### src/rtl/secret_rotate_buffer.sv
// Secret-polynomial buffer: loads packed two's-complement coefficients, stores them
// in sign-magnitude form and rotates them negacyclically, one position per step.
module secret_rotate_buffer #(
   parameter int N = 256,
   parameter int W = 64
) (
   input  logic                 clk,
   input  logic                 rst,
   input  logic                 start,
   input  logic                 load_valid,
   input  logic [W-1:0]         load_data,
   output logic                 load_ready,
   input  logic                 shift_en,
   output logic                 ready,
   output logic                 done,
   output logic [$clog2(N)-1:0] shift_cnt,
   output logic                 err,
   output logic [4*N-1:0]       s_bus
);

   localparam int CPW   = W / 4;
   localparam int WORDS = N / CPW;
   localparam int WCW   = (WORDS > 1) ? $clog2(WORDS) : 1;
   localparam int CW    = $clog2(N);
   localparam int CPWB  = $clog2(CPW);

   typedef enum logic [1:0] {IDLE, LOAD, RUN} state_t;

   state_t                state_reg;
   logic [WCW-1:0]        word_cnt_reg;
   logic [N-1:0][3:0]     s_reg;
   logic [CPW-1:0][4:0]   conv;
   logic [CPW-1:0]        conv_bad;
   logic [CW-1:0]         base;

   // Returns {out_of_range, sign, mag[2:0]}; out-of-range values store as +0.
   function automatic logic [4:0] convert(input logic [3:0] nib);
      logic signed [3:0] v;
      logic signed [3:0] m;
      v = $signed(nib);
      m = -v;
      if (v >= 0 && v <= 5)
         return {2'b00, nib[2:0]};
      else if (v < 0 && v >= -5)
         return {2'b01, m[2:0]};
      else
         return 5'b10000;
   endfunction

   // Negation of a sign-magnitude coefficient never produces -0.
   function automatic logic [3:0] neg(input logic [3:0] c);
      return {c[3] ^ (|c[2:0]), c[2:0]};
   endfunction

   generate
      for (genvar gi = 0; gi < CPW; gi++) begin : g_conv
         assign conv[gi]     = convert(load_data[4*gi +: 4]);
         assign conv_bad[gi] = conv[gi][4];
      end
   endgenerate

   assign base  = CW'({word_cnt_reg, {CPWB{1'b0}}});
   assign s_bus = s_reg;

   always_ff @(posedge clk) begin
      if (rst) begin
         s_reg <= '0;
      end else if (load_ready && load_valid) begin
         for (int i = 0; i < CPW; i++)
            s_reg[base + CW'(i)] <= conv[i][3:0];
      end else if (ready && shift_en) begin
         s_reg <= {s_reg[N-2:0], neg(s_reg[N-1])};
      end
   end

   always_ff @(posedge clk) begin
      if (rst) begin
         state_reg    <= IDLE;
         word_cnt_reg <= '0;
         shift_cnt    <= '0;
         err          <= 1'b0;
         done         <= 1'b0;
         ready        <= 1'b0;
         load_ready   <= 1'b0;
      end else begin
         done <= 1'b0;
         case (state_reg)
            IDLE: begin
               if (start) begin
                  state_reg    <= LOAD;
                  load_ready   <= 1'b1;
                  word_cnt_reg <= '0;
                  shift_cnt    <= '0;
                  err          <= 1'b0;
               end
            end
            LOAD: begin
               if (load_valid) begin
                  err          <= err | (|conv_bad);
                  word_cnt_reg <= word_cnt_reg + 1'b1;
                  if (word_cnt_reg == WCW'(WORDS - 1)) begin
                     state_reg  <= RUN;
                     load_ready <= 1'b0;
                     ready      <= 1'b1;
                  end
               end
            end
            RUN: begin
               if (shift_en) begin
                  shift_cnt <= shift_cnt + 1'b1;
                  if (shift_cnt == CW'(N - 1)) begin
                     state_reg <= IDLE;
                     done      <= 1'b1;
                     ready     <= 1'b0;
                  end
               end
            end
            default: state_reg <= IDLE;
         endcase
      end
   end

endmodule

### config.mk
export PLATFORM = sky130hd
export DESIGN_NAME = secret_rotate_buffer
export DESIGN_NICKNAME = d
export VERILOG_FILES = /design/src/rtl/secret_rotate_buffer.sv
export SDC_FILE = /design/constraint.sdc
export NUM_CORES = 2
export LEC_CHECK = 0
export ABC_AREA = 1
export CAP_MARGIN = 40
export CORE_AREA = 2 2 435 437
export DETAILED_ROUTE_END_ITERATION = 10
export DIE_AREA = 0 0 437 439
export GPL_TIMING_DRIVEN = 0
export PLACE_DENSITY = 0.47
export SLEW_MARGIN = 20
export SYNTH_ARGS = -nofsm -noshare
export SYNTH_HDL_FRONTEND = slang
export SYNTH_SLANG_ARGS = --single-unit
### constraint.sdc
create_clock -name clk -period 2.3 [get_ports clk]
set_input_delay 0.69 -clock clk [delete_from_list [all_inputs] [get_ports clk]]
set_output_delay 0.69 -clock clk [all_outputs]
set_load 0.02 [all_outputs]
==> results by group <==
Setup path
  – Worst setup SP type: input port
  – Critical Path AT: 3170 ps
  – CP Max Fanout: 6
  – CP endpoint kind: flop
  – Crit-path slowest cell: o21ai_2
  – Worst path max stage delay: 500 ps
  – CP Cell Sequence: clkdlybuf4s50_1 -> inv_1 -> ha_1 -> inv_1 -> nand3b_1 -> nand2_1 -> o21ai_2 -> buf_4 -> buf_16 -> nand2_1 -> a31oi_1
  – WP data required: 3030 ps
  – CP Class: in -> reg

Placed design
  – HPWL after detailed placement: 267 mm
  – PortBufs: 1103
  – Routability cong.: 0.959
  – Placed cell count: 10083

Route
  – Drt first-iter violations: 7007
  – DR vias: 56714
  – WL/cell: 32.9 µm
  – Pre-Repair DR Iteration Count: 6
  – # DRC: 0
  – WL final: 342 mm
  – Via density: 5.46
  – Post-route ant nets: 0

STA
  – Fin crit share: 106%
  – RSZ-0062 raised after global routing: true
  – Rel. slew slack: 41.5%
  – Worst setup margin: -144 ps
  – Endpoints failing hold: 0
  – Tmin final: 2440 ps
  – Final Skew: 64.9 ps
  – Worst-Margin Slew: 877 ps
  – Fin Setup TNS: -1710 ps
  – Slew Viols, Final: 0
  – Fmax: 409 MHz
  – Finish-stage setup viols: 17

CTS
  – Clk Latency, worst-skew pair: 830 ps
  – Reg clk slew, reported paths: 60 ps
  – Clock Sinks: 1042
  – TritonCTS clock tree: done
  – Root Driver: clkbuf_16
  – Inserted Clock Buffers: 132
  – Htree depth: 4
  – CTS Buffer Depth: 3

GRT
  – Vias in the first global route: 50952
  – Overflow after GRT: 0
  – GRT Total Usage: 33.9%
  – First-pass GRT wire length: 450 mm
  – Initial antenna violation count: 27
  – Largest net degree at the start of global routing: 17

Finish
  – Final std cells w/o fill: 10389
  – Max reg flops: 1024
  – Share of layout cells above drive strength 1: 20.7%
  – Area Growth Syn to Fin: 50.1%
  – Nets: 7905

Power
  – Maximum VDD drop: 0.705 mV
  – Static leakage: 25.6 nW
  – Power per cell area: 673 nW/µm²

Synthesis
  – Synth warn: 0
  – Post-Synthesis Cells: 6366
  – Synth Area in Simple Gates: 28.5%
  – Synth Register Bits: 1042
  – Synthesized Nets: 6488
  – Adder-cell area share of the yosys netlist: 1.45%
  – Post-synthesis cell type count: 36
  – Post-synthesis mux area share: 0%
  – Mapped Area: 45900 µm²
  – Sequential area share after synthesis: 45.5%
  – Xor/xnor share of the synthesized area: 0.0191%
  – Synth Area in Compound Gates: 16.7%
  – Mean Syn Cell Area: 7.21 µm²
  – Largest family of logic cells by synthesized area: simple AND/OR/NAND/NOR gates

Floorplanning
  – Initial core utilization: 24.5%
  – Die Footprint: 192000 µm²
  – Core Region: 187000 µm²
  – IO Count: 1105
  – Die W: 437 µm
  – Die height: 439 µm
  – # rows: 159

Hold path
  – Hold Crit Class: in -> reg

Run status
  – Status: finished with violations
  – Failing checks: negative setup slack

Job
  – MaxCap Viol Count: 0
==> synth_stat cells, drive strengths merged <==
master / number / area (µm²)
a211oi: 3 / 22.5
nor2: 169 / 704
a31oi: 849 / 5310
nor3b: 1 / 7.51
a221oi: 1 / 8.76
o21bai: 1 / 7.51
ha: 53 / 663
nand3: 876 / 4390
buf: 289 / 1500
a21oi: 151 / 756
nor3: 14 / 120
o21ba: 1 / 10.0
xnor2: 1 / 8.76
o211ai: 4 / 30.0
o21ai: 170 / 851
clkinv: 15 / 56.3
dfxtp: 1042 / 20900
a22oi: 46 / 345
nand4: 1 / 6.26
inv: 233 / 875
o32ai: 5 / 51.3
clkbuf: 314 / 1180
nor4: 1 / 6.26
nand2: 2073 / 7780
nand3b: 7 / 52.6
o22ai: 46 / 288
==> worst max-delay path, delay by kind of cell <==
family                     cells  cell delay (ps)
AOI/OAI and AO/OA              2              680
adders and majority gates      1              170
buffers and inverters          5             1280
and+or+nand+nor                3              300
==> cells in the final DEF, fill, tap and decap left out, drive strengths merged, types with 5 or more instances in the layout <==
cell type,Yosys,layout
o21ai,170,170
nor3,14,14
nor2,169,169
bufinv,0,7
clkinv,15,40
clkbuf,314,513
dlymetal6s2s,0,67
clkdlybuf4s50,0,65
dfxtp,1042,1042
o22ai,46,46
nand2,2073,2073
nand3,876,876
nand3b,7,7
o32ai,5,5
a31oi,849,849
ha,53,53
clkdlybuf4s18,0,11
a22oi,46,46
inv,233,243
buf,289,594
a21oi,151,151
clkdlybuf4s15,0,624
dlygate4sd2,0,199
diode,0,13
==> final cells by class <==
type / instances / area, µm²
Antenna cell: 13 / 32.5
Buffer: 595 / 3170
Clock buffer: 187 / 3850
Clock inverter: 45 / 578
Fill cell: 19761 / 118000
Inverter: 248 / 986
Multi-Input combinational cell: 4473 / 22200
Sequential cell: 1042 / 21000
Tap cell: 2495 / 3120
Timing Repair Buffer: 1291 / 14000
==> stage by stage <==
step           power, mW  setup WS, ps  instance area [µm²]  hold slack [ps]  util [%]
6_report            46.4          -144                68900              387      36.8
5_1_grt             47.2          -210                68900              366      36.8
4_1_cts             46.2          -263                68100              481      36.4
3_5_place_dp        24.4         -2120                62900              478      33.6
3_3_place_gp        23.5         -4340                60000              471      32.1
2_1_floorplan       20.5           140                45900              498         -
==> power breakdown <==
group	internal (mW)	total [mW]	leakage (nW)	switching, mW
Clock	12.6	21.9	2.18	9.34
Sequential	18.1	18.2	8.43	0.0920
Combinational	1.67	6.25	15.0	4.58
Total	32.3	46.4	25.6	14.0
==> worst paths after layout <==
check	startpoint	to	slack, ps	cells past startpoint
hold reg to reg	s_bus[487]$_SDFFE_PP0P_	s_bus[491]$_SDFFE_PP0P_	480	2
setup / recovery	load_data[32]	s_bus[161]$_SDFFE_PP0P_	-140	11
hold / removal	shift_en	done$_SDFF_PP0_	390	3
setup reg to reg	load_ready$_SDFFE_PP0P_	s_bus[633]$_SDFFE_PP0P_	50	7
==> layer usage <==
metal,track usage [%],vias to the layer above,routed length (µm)
met5,0,-,0
met4,27.3,0,32900
met3,8.03,820,31200
met2,52.2,3468,150000
met1,40.4,27838,128000
li1,-,24588,-
==> logic make-up (layout without fill, tap and decap cells) <==
kind of cell / count (synthesis) / in the layout
simple gates: 3142 / 3142
compound gates: 1277 / 1277
flops: 1042 / 1042
buf+inv: 851 / 2366
fa+ha+maj: 53 / 53
xor+xnor: 1 / 1
other cells: 0 / 13
==> what timing repair did <==
action / 4_1_cts / 5_1_grt
buffers inserted: 42 / 27
setup endpoints to repair: 2012 / 961
pin swaps: 19 / 20
gates resized for setup: 2861 / 312
hold buffers: 0 / 0
(Power assumes the default switching activity.)
